## config.mk

```make
export PLATFORM = sky130hd
export DESIGN_NAME = sync_fifo_buffer
export DESIGN_NICKNAME = d
export VERILOG_FILES = /design/src/rtl/fifo_pkg.sv /design/src/rtl/fifo_mem_array.sv /design/src/rtl/sync_fifo_buffer.sv
export SDC_FILE = /design/constraint.sdc
export NUM_CORES = 1
export LEC_CHECK = 0
export BUFFER_PORTS_ARGS = -buffer_cell sky130_fd_sc_hd__clkbuf_2
export CAP_MARGIN = 25
export CORE_MARGIN = 10
export CORE_UTILIZATION = 25
export DETAILED_ROUTE_END_ITERATION = 8
export GPL_ROUTABILITY_DRIVEN = 0
export GPL_TIMING_DRIVEN = 0
export SYNTH_ARGS = -nofsm -noshare
export SYNTH_HDL_FRONTEND = slang
export SYNTH_SLANG_ARGS = --single-unit
```

## constraint.sdc

```tcl
create_clock -name clk -period 4.3 [get_ports clk]
set_input_delay 0.215 -clock clk [delete_from_list [all_inputs] [get_ports clk]]
set_output_delay 0.215 -clock clk [all_outputs]
set_load 0.01 [all_outputs]
```

## src/rtl/fifo_pkg.sv

```systemverilog
// Shared types and helpers for the synchronous FIFO.
package fifo_pkg;

    // Number of entries for a given pointer width
    function automatic int unsigned fifo_depth(input int unsigned addr_width);
        return 32'd1 << addr_width;
    endfunction

    // Registered occupancy flags
    typedef struct packed {
        logic full;
        logic empty;
        logic almost_full;
        logic almost_empty;
    } fifo_status_t;

endpackage

```

## src/rtl/fifo_mem_array.sv

```systemverilog
// 1W/1R register file: synchronous write, asynchronous read. Not reset.
module fifo_mem_array
    import fifo_pkg::*;
#(
    parameter int unsigned ADDR_WIDTH = 3,
    parameter int unsigned DATA_WIDTH = 8
) (
    input  logic                  clk,
    input  logic                  w_en,
    input  logic [ADDR_WIDTH-1:0] w_addr,
    input  logic [DATA_WIDTH-1:0] w_data,
    input  logic [ADDR_WIDTH-1:0] r_addr,
    output logic [DATA_WIDTH-1:0] r_data
);

    logic [DATA_WIDTH-1:0] r_mem [fifo_depth(ADDR_WIDTH)];

    // Store the write word at the write address
    always_ff @(posedge clk) begin
        if (w_en) begin
            r_mem[w_addr] <= w_data;
        end
    end

    assign r_data = r_mem[r_addr];

endmodule

```

## src/rtl/sync_fifo_buffer.sv

```systemverilog
// Single-clock FIFO with registered flags, fill count and sticky error flags.
// Build option: FIFO_FWFT_EN selects first-word fall-through read behaviour;
// when undefined, reads return data one cycle after an accepted rd.
module sync_fifo_buffer
    import fifo_pkg::*;
#(
    parameter int unsigned ADDR_WIDTH = 3,
    parameter int unsigned DATA_WIDTH = 8,
    parameter int unsigned AF_LEVEL   = fifo_depth(ADDR_WIDTH) - 1,
    parameter int unsigned AE_LEVEL   = 1
) (
    input  logic                  clk,
    input  logic                  reset_n,
    input  logic                  wr,
    input  logic [DATA_WIDTH-1:0] w_data,
    input  logic                  rd,
    output logic [DATA_WIDTH-1:0] r_data,
    output logic                  r_valid,
    output logic                  full,
    output logic                  empty,
    output logic                  almost_full,
    output logic                  almost_empty,
    output logic [ADDR_WIDTH:0]   count,
    output logic                  overflow,
    output logic                  underflow,
    input  logic                  err_clr
);

    localparam int unsigned DEPTH = fifo_depth(ADDR_WIDTH);
    localparam int unsigned CNT_W = ADDR_WIDTH + 1;

    if (!((AE_LEVEL < AF_LEVEL) && (AF_LEVEL <= DEPTH))) begin : g_param_check
        $fatal(1, "sync_fifo_buffer: need AE_LEVEL < AF_LEVEL <= DEPTH");
    end

    logic [ADDR_WIDTH-1:0] r_w_ptr;
    logic [ADDR_WIDTH-1:0] r_r_ptr;
    logic [CNT_W-1:0]      r_count;
    fifo_status_t          r_status;
    logic                  r_overflow;
    logic                  r_underflow;

    logic                  w_rd_acc;
    logic                  w_wr_acc;
    logic [CNT_W-1:0]      w_count_nxt;
    fifo_status_t          w_status_nxt;
    logic                  w_overflow_nxt;
    logic                  w_underflow_nxt;
    logic [DATA_WIDTH-1:0] w_mem_rd;

    // Accept decisions, next occupancy, flag decode and sticky error update
    always_comb begin
        w_rd_acc        = rd && !r_status.empty;
        w_wr_acc        = wr && (!r_status.full || w_rd_acc);
        w_count_nxt     = r_count;
        w_overflow_nxt  = r_overflow;
        w_underflow_nxt = r_underflow;

        case ({w_wr_acc, w_rd_acc})
            2'b10:   w_count_nxt = r_count + CNT_W'(1);
            2'b01:   w_count_nxt = r_count - CNT_W'(1);
            default: w_count_nxt = r_count;
        endcase

        w_status_nxt.full         = (w_count_nxt == CNT_W'(DEPTH));
        w_status_nxt.empty        = (w_count_nxt == '0);
        w_status_nxt.almost_full  = (w_count_nxt >= CNT_W'(AF_LEVEL));
        w_status_nxt.almost_empty = (w_count_nxt <= CNT_W'(AE_LEVEL));

        // Clear wins over a same-cycle set
        if (err_clr) begin
            w_overflow_nxt  = 1'b0;
            w_underflow_nxt = 1'b0;
        end else begin
            w_overflow_nxt  = r_overflow  | (wr && !w_wr_acc);
            w_underflow_nxt = r_underflow | (rd && r_status.empty);
        end
    end

    // Pointers, occupancy, flags and error state
    always_ff @(posedge clk or negedge reset_n) begin
        if (!reset_n) begin
            r_w_ptr     <= '0;
            r_r_ptr     <= '0;
            r_count     <= '0;
            r_status    <= '{full: 1'b0, empty: 1'b1, almost_full: 1'b0, almost_empty: 1'b1};
            r_overflow  <= 1'b0;
            r_underflow <= 1'b0;
        end else begin
            if (w_wr_acc) begin
                r_w_ptr <= r_w_ptr + ADDR_WIDTH'(1);
            end
            if (w_rd_acc) begin
                r_r_ptr <= r_r_ptr + ADDR_WIDTH'(1);
            end
            r_count     <= w_count_nxt;
            r_status    <= w_status_nxt;
            r_overflow  <= w_overflow_nxt;
            r_underflow <= w_underflow_nxt;
        end
    end

    fifo_mem_array #(
        .ADDR_WIDTH (ADDR_WIDTH),
        .DATA_WIDTH (DATA_WIDTH)
    ) u_mem (
        .clk    (clk),
        .w_en   (w_wr_acc),
        .w_addr (r_w_ptr),
        .w_data (w_data),
        .r_addr (r_r_ptr),
        .r_data (w_mem_rd)
    );

`ifdef FIFO_FWFT_EN
    // Head word is presented directly; rd pops what is shown
    assign r_data  = w_mem_rd;
    assign r_valid = !r_status.empty;
`else
    logic [DATA_WIDTH-1:0] r_rd_data;
    logic                  r_rd_valid;

    // Registered read path: data appears the cycle after an accepted read
    always_ff @(posedge clk or negedge reset_n) begin
        if (!reset_n) begin
            r_rd_data  <= '0;
            r_rd_valid <= 1'b0;
        end else begin
            r_rd_valid <= w_rd_acc;
            if (w_rd_acc) begin
                r_rd_data <= w_mem_rd;
            end
        end
    end

    assign r_data  = r_rd_data;
    assign r_valid = r_rd_valid;
`endif

    assign full         = r_status.full;
    assign empty        = r_status.empty;
    assign almost_full  = r_status.almost_full;
    assign almost_empty = r_status.almost_empty;
    assign count        = r_count;
    assign overflow     = r_overflow;
    assign underflow    = r_underflow;

endmodule

```

==> results of run 1 <==
registers in the layout, summed over array words and instances, names as in the netlist:
register / flops
r_data: 8
underflow: 1
u_mem.r_mem: 64
almost_full: 1
overflow: 1
almost_empty: 1
full: 1
empty: 1
r_valid: 1
r_r_ptr: 3
count: 4
r_w_ptr: 3
per-stage QoR:
step           hold WS (ns)  cells  setup WS [ns]  total power [mW]
6_report             0.0482    434           1.36              2.96
5_1_grt              0.0491    434           1.17              3.15
4_1_cts              0.0405    434           1.35              3.01
3_5_place_dp          0.260    417           1.37              2.29
3_3_place_gp          0.246    416           1.04              2.24
2_1_floorplan       -0.0806    205           1.70              1.96
report_power, final:
group	internal (mW)	total (mW)	switching, mW	leakage, nW
clock network	0.393	0.714	0.321	0.125
registers	1.14	1.24	0.104	0.883
logic	0.450	1.00	0.553	0.544
worst max-delay path, delay by kind of cell, from the launching register on:
| family | cells | cell delay (ns) |
|---|---|---|
| adder cells (fa/ha/maj) | 2 | 0.48 |
| AO/OA/AOI/OAI | 3 | 0.90 |
| flip-flops | 1 | 0.37 |
| multiplexers | 1 | 0.30 |
| AND/OR/NAND/NOR | 1 | 0.17 |
| buffers and inverters | 1 | 0.27 |
| XOR/XNOR | 2 | 0.33 |
worst max-delay path by stage:
stage,start,end,slack [ns],depth (start not counted)
2_1_floorplan,empty,almost_full,1.70,10
3_3_place_gp,empty,u_mem.r_mem[0][1],1.04,4
3_5_place_dp,empty,almost_full,1.37,10
4_1_cts,empty,empty,1.35,10
5_1_grt,empty,almost_full,1.17,10
6_report,empty,almost_full,1.36,10
kinds of logic after synthesis:
group	count (synthesis)	synth area share
XOR/XNOR	7	0.0192
AND/OR/NAND/NOR	46	0.0679
flip-flops	89	0.710
AO/OA/AOI/OAI	19	0.0369
adder cells (fa/ha/maj)	5	0.0174
multiplexers	26	0.129
buffers and inverters	13	0.0199
per-layer routing:
metal | track usage | up-vias | wire [um]
li1 | - | 866 | -
met1 | 0.0869 | 932 | 3110
met2 | 0.111 | 46 | 3220
met3 | 0.0337 | 8 | 491
met4 | 0.0245 | 0 | 74
met5 | 0 | - | 0
synth_stat cells, drive strengths merged:
master   instances
xnor2            5
xor2             2
a211o            1
o21ai           10
nand2           18
nor4             3
a2111oi          1
edfxtp          64
mux2i            9
nand2b           6
o21a             1
clkbuf           3
a21boi           2
mux4            16
dfrtp           23
nor3b            2
nor2             7
nand3            1
a31oi            1
inv              3
or3              1
nand4b           1
mux2             1
dfstp            2
a211oi           1
buf              7
nand3b           1
a21oi            2
nor3             5
ha               5
nor2b            1
layout make-up:
type	instances	area, um^2
fillers	1416	9700
flip-flops and latches	89	2550
multi-input cells	103	996
clock buffers	10	229
well taps	180	225
repair buffers	33	173
plain buffers	10	60.1
clock inverters	6	42.5
inverters	3	11.3
timing repair:
item	4_1_cts	5_1_grt
hold buffers	1	0
endpoints found under the hold margin	23	0
endpoints found under the setup margin	0	0
==> run metrics, run 1 <==
Sink Count=between 80 and 90; first-pass GRT wire length=about 11000 um; Setup CP Type=reg2reg; Syn Inst Count=205; commonest non-fill, non-tap cell in the layout=edfxtp_1; first-iteration detailed-routing DRC count=62; sequential share of the synthesized area=0.710; most used cell, CP=ha_1; CP endpoint kind=flip-flop; critical register-to-register path startpoint=empty; Max Freq=341 MHz; min Tclk post-route=2.94 ns; final cycle utilization of the critical path=0.683; Pre-Repair DR Iteration Count=4; reg2reg path depth=10; Max rail drop VDD=0.239 mV; I/O pin total=32; ranking of synthesized cells by area=edfxtp_1 (54%), dfrtp_1 (16%), mux4_2 (10%), mux2i_1 (2.5%), nand2_1 (1.9%); Root Driver=clkbuf_16; crit-path cells=nand2b_1, a21boi_1, inv_1, ha_1, xor2_1, ha_1, a21oi_1, mux2i_1, xnor2_2, a211o_1; slowest stage delay, CP=0.46 ns; area delta synth->final=19.4%; synth warn=0; clock skew=0.00541 ns; Die H=140 um; cts bufs inserted=9; Clock transition at path regs=roughly 0.06 ns; Die ar.=0.0196 mm^2; outcome=finished, final reports clean; Leakage=1.55 nW; r2r setup slk=1.36 ns; Netlist cell types=38; fin util=0.306; PortBufs=31; vias in the first global route=1969; Final setup viols=0; placed inst area=~0.0040 mm^2; Synth top area share=0.535; nets=267; Routed wire per std cell=15.9 um; core area=0.0140 mm^2; Avg Cell Area, Syn=17.5 um^2; drt drc=0; worst-margin pin slew=just under 0.9 ns; CTS tree=done; Post-CTS Setup Inserts=0; Antenna Violating Nets Remaining=0; WHS Endpoint=underflow; routed wire length=a little under 7000 um; initial antenna violation count=0; CP Data Required Time=between 4 and 5 ns; Startpoint Class=flip-flop; Critical Path AT=between 3 and 4 ns; hold path startpoint=err_clr; CP Max Fanout=6; worst min path class=in2reg; WHS Path Cells=2; setup tns final=0 ns; post-CTS sizing=0; most frequent cells in the layout=edfxtp_1 (64), clkbuf_2 (31), dfrtp_1 (23), nand2_1 (18), mux4_2 (16); max_slew headroom=0.403; syn_nets=223; Synth Register Bits=89; GR Overflow Total=0; RSZ-0062 raised after global routing=false; Slowest cell on crit path=a21boi_1; Rows=43; Max Root-Sink Buffers=2; pin count of the biggest net entering global routing=26; Tot GR Track Use=0.0723; fin area=approximately 0.0043 mm^2; Post-Syn Area=between 0.003 and 0.004 mm^2; Vias/cell=4.27; Die W=around 140 um; Slew Viols, Final=0; worst-skew pair later-pin latency=0.33 ns; Vias=1852; area leader, netlist=edfxtp_1; max cap viols=0; share of cells above drive strength 1=0.323; Initial Util=0.257; endpoints failing hold=0; hpwl dp=4720 um; total number of H-tree levels=3; PwrDens=about 700 mW/mm^2; worst reg2reg path endpoint=almost_full; Inserted Diodes=0
Power figures use the tool's default switching activity.
==> inputs of run 2 (changes only) <==
==> constraint.sdc (replaced) <==
create_clock -name clk -period 2.4 [get_ports clk]
set_input_delay 0.12 -clock clk [delete_from_list [all_inputs] [get_ports clk]]
set_output_delay 0.12 -clock clk [all_outputs]
set_load 0.01 [all_outputs]
==> run metrics, run 2 (synthesized netlist as in run 1, its figures left out) <==
outcome=finished, final reports clean (unchanged); first-iteration detailed-routing DRC count=99 (was 62); Switching Fraction=0.325 (was 0.331); Routed wire per std cell=16.8 um (was 15.9 um); share of cells above drive strength 1=0.381 (was 0.323); critical register-to-register path startpoint=empty (unchanged); Slew Viols, Final=0 (unchanged); Inserted Diodes=0 (unchanged); Die W=140 um (unchanged); CTS tree=done (unchanged); most frequent cells in the layout=edfxtp_1 (64), clkbuf_2 (31), dfrtp_1 (23), nand2_1 (18), mux4_2 (16) (unchanged); first-pass GRT wire length=11600 um (was 10900 um); Leakage=1.61 nW (was 1.55 nW); WHS Endpoint=u_mem.r_mem[0][5] (was underflow); GR Overflow Total=0 (unchanged); RSZ-0062 raised after global routing=true (was false); hold path startpoint=w_data[5] (was err_clr); clock power share=0.253 (was 0.241); worst reg2reg path endpoint=almost_full (unchanged); Rows=43 (unchanged); Layout fillers=1374 (was 1416); placed inst area=0.00403 mm^2 (was 0.00401 mm^2); fin util=0.318 (was 0.306); Vias=1897 (was 1852); drt drc=0 (unchanged); Root Driver=clkbuf_16 (unchanged); max_slew headroom=0.336 (was 0.403); Vias/cell=4.31 (was 4.27); vias in the first global route=2023 (was 1969); clock skew=0.00575 ns (was 0.00541 ns); routed wire length=7410 um (was 6900 um); Largest Register=u_mem.r_mem (unchanged); PortBufs=31 (unchanged); Tot GR Track Use=0.0783 (was 0.0723); CP endpoint kind=flip-flop (unchanged); fin area=0.00445 mm^2 (was 0.00429 mm^2); I/O pin total=32 (unchanged); worst-skew pair later-pin latency=0.34 ns (was 0.33 ns); Die H=140 um (unchanged); Largest register FFs=64 (unchanged); worst-margin pin slew=0.992 ns (was 0.892 ns); PwrDens=1260 mW/mm^2 (was 691 mW/mm^2); Clock transition at path regs=0.06 ns (about the same); min Tclk post-route=2.34 ns (was 2.94 ns); area delta synth->final=24.0% (was 19.4%); cts bufs inserted=9 (unchanged); Critical Path AT=2.57 ns (was 3.15 ns); initial antenna violation count=0 (unchanged); worst min path class=in2reg (unchanged); NetSw=1.82 mW (was 0.979 mW); pin count of the biggest net entering global routing=26 (unchanged); Initial Util=0.257 (unchanged); commonest non-fill, non-tap cell in the layout=edfxtp_1 (unchanged); Antenna Violating Nets Remaining=0 (unchanged); Setup CP Type=reg2reg (unchanged); Die ar.=0.0196 mm^2 (unchanged); core area=0.0140 mm^2 (unchanged); final total power=5.59 mW (was 2.96 mW); hpwl dp=4950 um (was 4720 um); endpoints failing hold=0 (unchanged); Final setup viols=0 (unchanged); Max Freq=427 MHz (was 341 MHz); total number of H-tree levels=3 (unchanged); final cycle utilization of the critical path=0.977 (was 0.683); Max rail drop VDD=0.386 mV (was 0.239 mV); CP Max Fanout=5 (was 6); Pre-Repair DR Iteration Count=4 (unchanged); reg2reg path depth=10 (unchanged); fraction of power consumed by sequential logic=0.400 (was 0.420); Sink Count=89 (unchanged); CP Launch Point=empty (unchanged); max cap viols=0 (unchanged); WHS Path Cells=1 (was 2); CP Data Required Time=2.63 ns (was 4.52 ns); power share of the combinational group=0.347 (was 0.339); internal power=3.78 mW (was 1.98 mW); Startpoint Class=flip-flop (unchanged); Max Root-Sink Buffers=2 (unchanged); nets=273 (was 267); r2r setup slk=0.06 ns (was 1.36 ns)
run 2: changes by cell type in the layout (fill, tap and decap cells not counted), sizes merged:
cell         before  now
clkinv            1    0
clkbuf           44   45
buf               8   13
bufinv            0    1
dlygate4sd3       1    2
clkinvlp          3    2
run 2: worst max-delay path by stage:
stage,slack [ns],endpoint,depth (start not counted)
6_report,0.06,almost_full,10
5_1_grt,-0.03,almost_full,10
4_1_cts,0.02,almost_full,10
3_5_place_dp,-0.26,almost_full,10
3_3_place_gp,-0.56,u_mem.r_mem[0][6],4
2_1_floorplan,0.002,almost_full,10
run 2: per-stage QoR:
step | std cells | TNS (ns) | setup WS, ns | hold WS [ns]
after global routing | 440 | -0.0419 | -0.0272 | 0.0617
final | 440 | 0 | 0.0555 | 0.0544
after detailed placement | 418 | -0.943 | -0.256 | 0.184
after global placement | 416 | -11.09 | -0.558 | 0.179
after floorplan | 205 | 0 | 0.00196 | -0.176
after CTS | 438 | 0 | 0.0245 | 0.0499
run 2: timing repair:
action,4_1_cts,5_1_grt
setup buffers,2,2
endpoints found under the setup margin,5,4
pin swaps,2,5
resized for setup,7,10
hold endpoints to repair,25,0
hold buffers,2,0
run 2: critical path, stage by stage (launching register included):
cell and delay, ns:
dfstp_2 0.53, nand2b_4 0.15, clkbuf_16 0.14, inv_6 0.04, ha_4 0.16, xor2_1 0.16
ha_2 0.17, a21oi_2 0.14, mux2i_2 0.29, xnor2_2 0.15, a211o_1 0.31
run 2: cell type report:
type                    count  area [um^2]  area share
flip-flops and latches     89         2550       0.573
multi-input cells         103         1050       0.237
clock buffers              11          243      0.0545
well taps                 180          225      0.0506
repair buffers             39          218      0.0489
plain buffers              10         81.3      0.0183
clock inverters             5         62.6      0.0140
inverters                   3         18.8     0.00421
run 2: power groups by stage:
stage | logic (mW) | clock network (mW) | registers, mW
final | 1.94 | 1.42 | 2.24
after detailed placement | 1.86 | 0 | 2.27
after CTS | 1.92 | 1.44 | 2.24
after global routing | 2.16 | 1.51 | 2.28
after global placement | 1.81 | 0 | 2.25
after floorplan | 1.25 | 0 | 2.29
run 2: routing by layer:
layer,GRT usage,vias up,wire [um]
met5,0,-,0
met4,0.0261,0,93
met3,0.0344,9,610
met2,0.114,61,3350
met1,0.101,936,3360
li1,-,891,-
==> inputs of run 3 (changes only) <==
--- a/config.mk
+++ b/config.mk
@@ -5,13 +5,15 @@
 export SDC_FILE = /design/constraint.sdc
 export NUM_CORES = 1
 export LEC_CHECK = 0
-export BUFFER_PORTS_ARGS = -buffer_cell sky130_fd_sc_hd__clkbuf_2
 export CAP_MARGIN = 25
 export CORE_MARGIN = 10
-export CORE_UTILIZATION = 25
+export CORE_UTILIZATION = 56
 export DETAILED_ROUTE_END_ITERATION = 8
+export DONT_BUFFER_PORTS = 1
 export GPL_ROUTABILITY_DRIVEN = 0
 export GPL_TIMING_DRIVEN = 0
+export HOLD_SLACK_MARGIN = 0.03
+export PLACE_DENSITY = 0.74
 export SYNTH_ARGS = -nofsm -noshare
 export SYNTH_HDL_FRONTEND = slang
 export SYNTH_SLANG_ARGS = --single-unit
==> run metrics, run 3 (synthesized netlist as in run 1, its figures left out) <==
Largest register FFs=64 (unchanged); CP endpoint kind=flip-flop (unchanged); final total power=4.94 mW (was 5.59 mW); worst reg2reg path endpoint=almost_full (unchanged); WHS Path Cells=3 (was 1); first-iteration detailed-routing DRC count=113 (was 99); Tot GR Track Use=0.145 (was 0.0783); RSZ-0062 raised after global routing=true (unchanged); met2 routed WL=3580 um (was 3350 um); Die W=100 um (was 140 um); Setup CP Type=reg2reg (unchanged); slowest stage delay, CP=0.58 ns (was 0.53 ns); final cycle utilization of the critical path=1.04 (was 0.977); fraction of power consumed by sequential logic=0.474 (was 0.400); met3 WL post-DR=512 um (was 610 um); Max Root-Sink Buffers=2 (unchanged); most frequent cells in the layout=edfxtp_1 (64), dfrtp_1 (23), nand2_1 (18), mux4_2 (16), dlygate4sd3_1 (12) (was edfxtp_1 (64), clkbuf_2 (31), dfrtp_1 (23), nand2_1 (18), mux4_2 (16)); GR Overflow Total=0 (unchanged); Max Freq=402 MHz (was 427 MHz); I/O pin total=32 (unchanged); core area=0.00628 mm^2 (was 0.0140 mm^2); r2r setup slk=-0.09 ns (was 0.06 ns); drt drc=0 (unchanged); Inserted Diodes=0 (unchanged); crit-path cells=nand2b_4, clkbuf_16, clkinvlp_4, ha_4, xor2_2, ha_2, a21oi_4, mux2i_2, xnor2_2, a211o_1 (was nand2b_4, clkbuf_16, inv_6, ha_4, xor2_1, ha_2, a21oi_2, mux2i_2, xnor2_2, a211o_1); Slowest cell on crit path=dfstp_2 (unchanged); met1 wire length=2850 um (was 3360 um); max_slew headroom=0.326 (was 0.336); hpwl dp=4640 um (was 4950 um); area delta synth->final=15.9% (was 24.0%); worst min path class=in2reg (unchanged); CTS tree=done (unchanged); outcome=finished with violations (was finished, final reports clean); internal power=3.25 mW (was 3.78 mW); Final setup viols=3 (was 0); Sink Count=89 (unchanged); Max rail drop VDD=0.740 mV (was 0.386 mV); total number of H-tree levels=3 (unchanged); Switching Fraction=0.342 (was 0.325); Layout fillers=407 (was 1374); Leakage=1.47 nW (was 1.61 nW); Routed wire per std cell=22.0 um (was 16.8 um); Vias/cell=5.91 (was 4.31); Critical Path AT=2.72 ns (was 2.57 ns); Startpoint Class=flip-flop (unchanged); NetSw=1.69 mW (was 1.82 mW); WP buf/inv=2 (unchanged); Initial Util=0.572 (was 0.257); cts bufs inserted=9 (unchanged); clock skew=0.00966 ns (was 0.00575 ns); Antenna Violating Nets Remaining=0 (unchanged); Root Driver=clkbuf_8 (was clkbuf_16); clock power share=0.169 (was 0.253); initial antenna violation count=0 (unchanged); nets=256 (was 273); cell family with most CP delay=flip-flops (unchanged); worst-margin pin slew=1.01 ns (was 0.992 ns); failing checks=negative setup slack; PwrDens=1190 mW/mm^2 (was 1260 mW/mm^2); Place WS=-0.356 ns (was -0.256 ns); first-pass GRT wire length=10800 um (was 11600 um); power share of the combinational group=0.357 (was 0.347); vias in the first global route=1944 (was 2023); Slew Viols, Final=0 (unchanged); routed wire length=7040 um (was 7410 um); Die ar.=0.0100 mm^2 (was 0.0196 mm^2); Rows=29 (was 43); critical register-to-register path startpoint=empty (unchanged); endpoints failing hold=0 (unchanged); pin count of the biggest net entering global routing=26 (unchanged); Clock transition at path regs=0.08 ns (was 0.06 ns); CP Max Fanout=5 (unchanged); hold path startpoint=wr (was w_data[5]); CP Data Required Time=2.64 ns (was 2.63 ns); max cap viols=0 (unchanged); WHS Endpoint=r_w_ptr[2] (was u_mem.r_mem[0][5]); Largest Register=u_mem.r_mem (unchanged); Vias=1890 (was 1897); PortBufs=0 (was 31); share of cells above drive strength 1=0.272 (was 0.381); Highest Signal Layer=met4 (unchanged); Pre-Repair DR Iteration Count=4 (unchanged); Setup WS post-layout=-0.0862 ns (was 0.0555 ns); Die H=100 um (was 140 um); min Tclk post-route=2.49 ns (was 2.34 ns); worst-skew pair later-pin latency=0.35 ns (was 0.34 ns); commonest non-fill, non-tap cell in the layout=edfxtp_1 (unchanged); reg2reg path depth=10 (unchanged)
run 3: cell types whose count changed in the layout (fill, tap and decap cells not counted), moves of 4 or more:
cell	delta
clkbuf_8	+8
clkbuf_16	-9
clkinv_1	+4
clkbuf_2	-31
buf_4	+5
dlygate4sd3_1	+10
run 3: how the worst max path moves through the flow:
stage,from,to,slack [ns],cells past startpoint
after floorplan,empty,almost_full,0.002,10
after global placement,empty,u_mem.r_mem[0][1],-0.53,4
after detailed placement,empty,empty,-0.36,10
after CTS,empty,almost_full,-0.12,10
after global routing,empty,almost_full,-0.16,10
final,empty,almost_full,-0.09,10
run 3: timing repair:
action                                 4_1_cts  5_1_grt
hold buffers                                13        0
pin swaps                                    8        7
resized for setup                           12        2
endpoints found under the hold margin       91        0
setup endpoints to repair                   10        6
buffers inserted                             5        2
run 3: per-stage QoR:
stage | setup TNS [ns] | cells | util | hold WS (ns) | cell area [um^2]
5_1_grt | -0.653 | 320 | 0.663 | 0.112 | 4160
3_3_place_gp | -10.17 | 282 | 0.591 | -0.175 | 3710
2_1_floorplan | 0 | 205 | - | -0.176 | 3610
4_1_cts | -0.284 | 318 | 0.658 | 0.0931 | 4130
6_report | -0.195 | 320 | 0.663 | 0.0957 | 4160
3_5_place_dp | -1.52 | 285 | 0.597 | -0.175 | 3750
run 3: final cells by class:
cell class | count | area (um^2) | area share
Tap cell | 77 | 96.3 | 0.0232
Timing Repair Buffer | 23 | 215 | 0.0517
Clock inverter | 5 | 22.5 | 0.00541
Clock buffer | 11 | 131 | 0.0316
Inverter | 3 | 15.0 | 0.00361
Multi-Input combinational cell | 103 | 1050 | 0.253
Sequential cell | 89 | 2550 | 0.613
Buffer | 9 | 76.3 | 0.0183
run 3: power by group through the flow:
stage	sequential (mW)	combinational, mW	clock [mW]
global route	2.39	1.91	0.926
floorplan	2.29	1.25	0
finish	2.34	1.76	0.837
global placement	2.35	1.48	0
detailed placement	2.38	1.57	0
CTS	2.35	1.73	0.853
run 3: routing by layer:
metal,global-route usage,up-vias
li1,-,851
met1,0.168,977
met4,0.0467,0
met3,0.0556,11
met2,0.242,51
met5,0,-
run 3: worst min-delay path, stage by stage:
cell and delay [ns]:
a21boi_4 0.14, nand2_1 0.08, xnor2_1 0.06
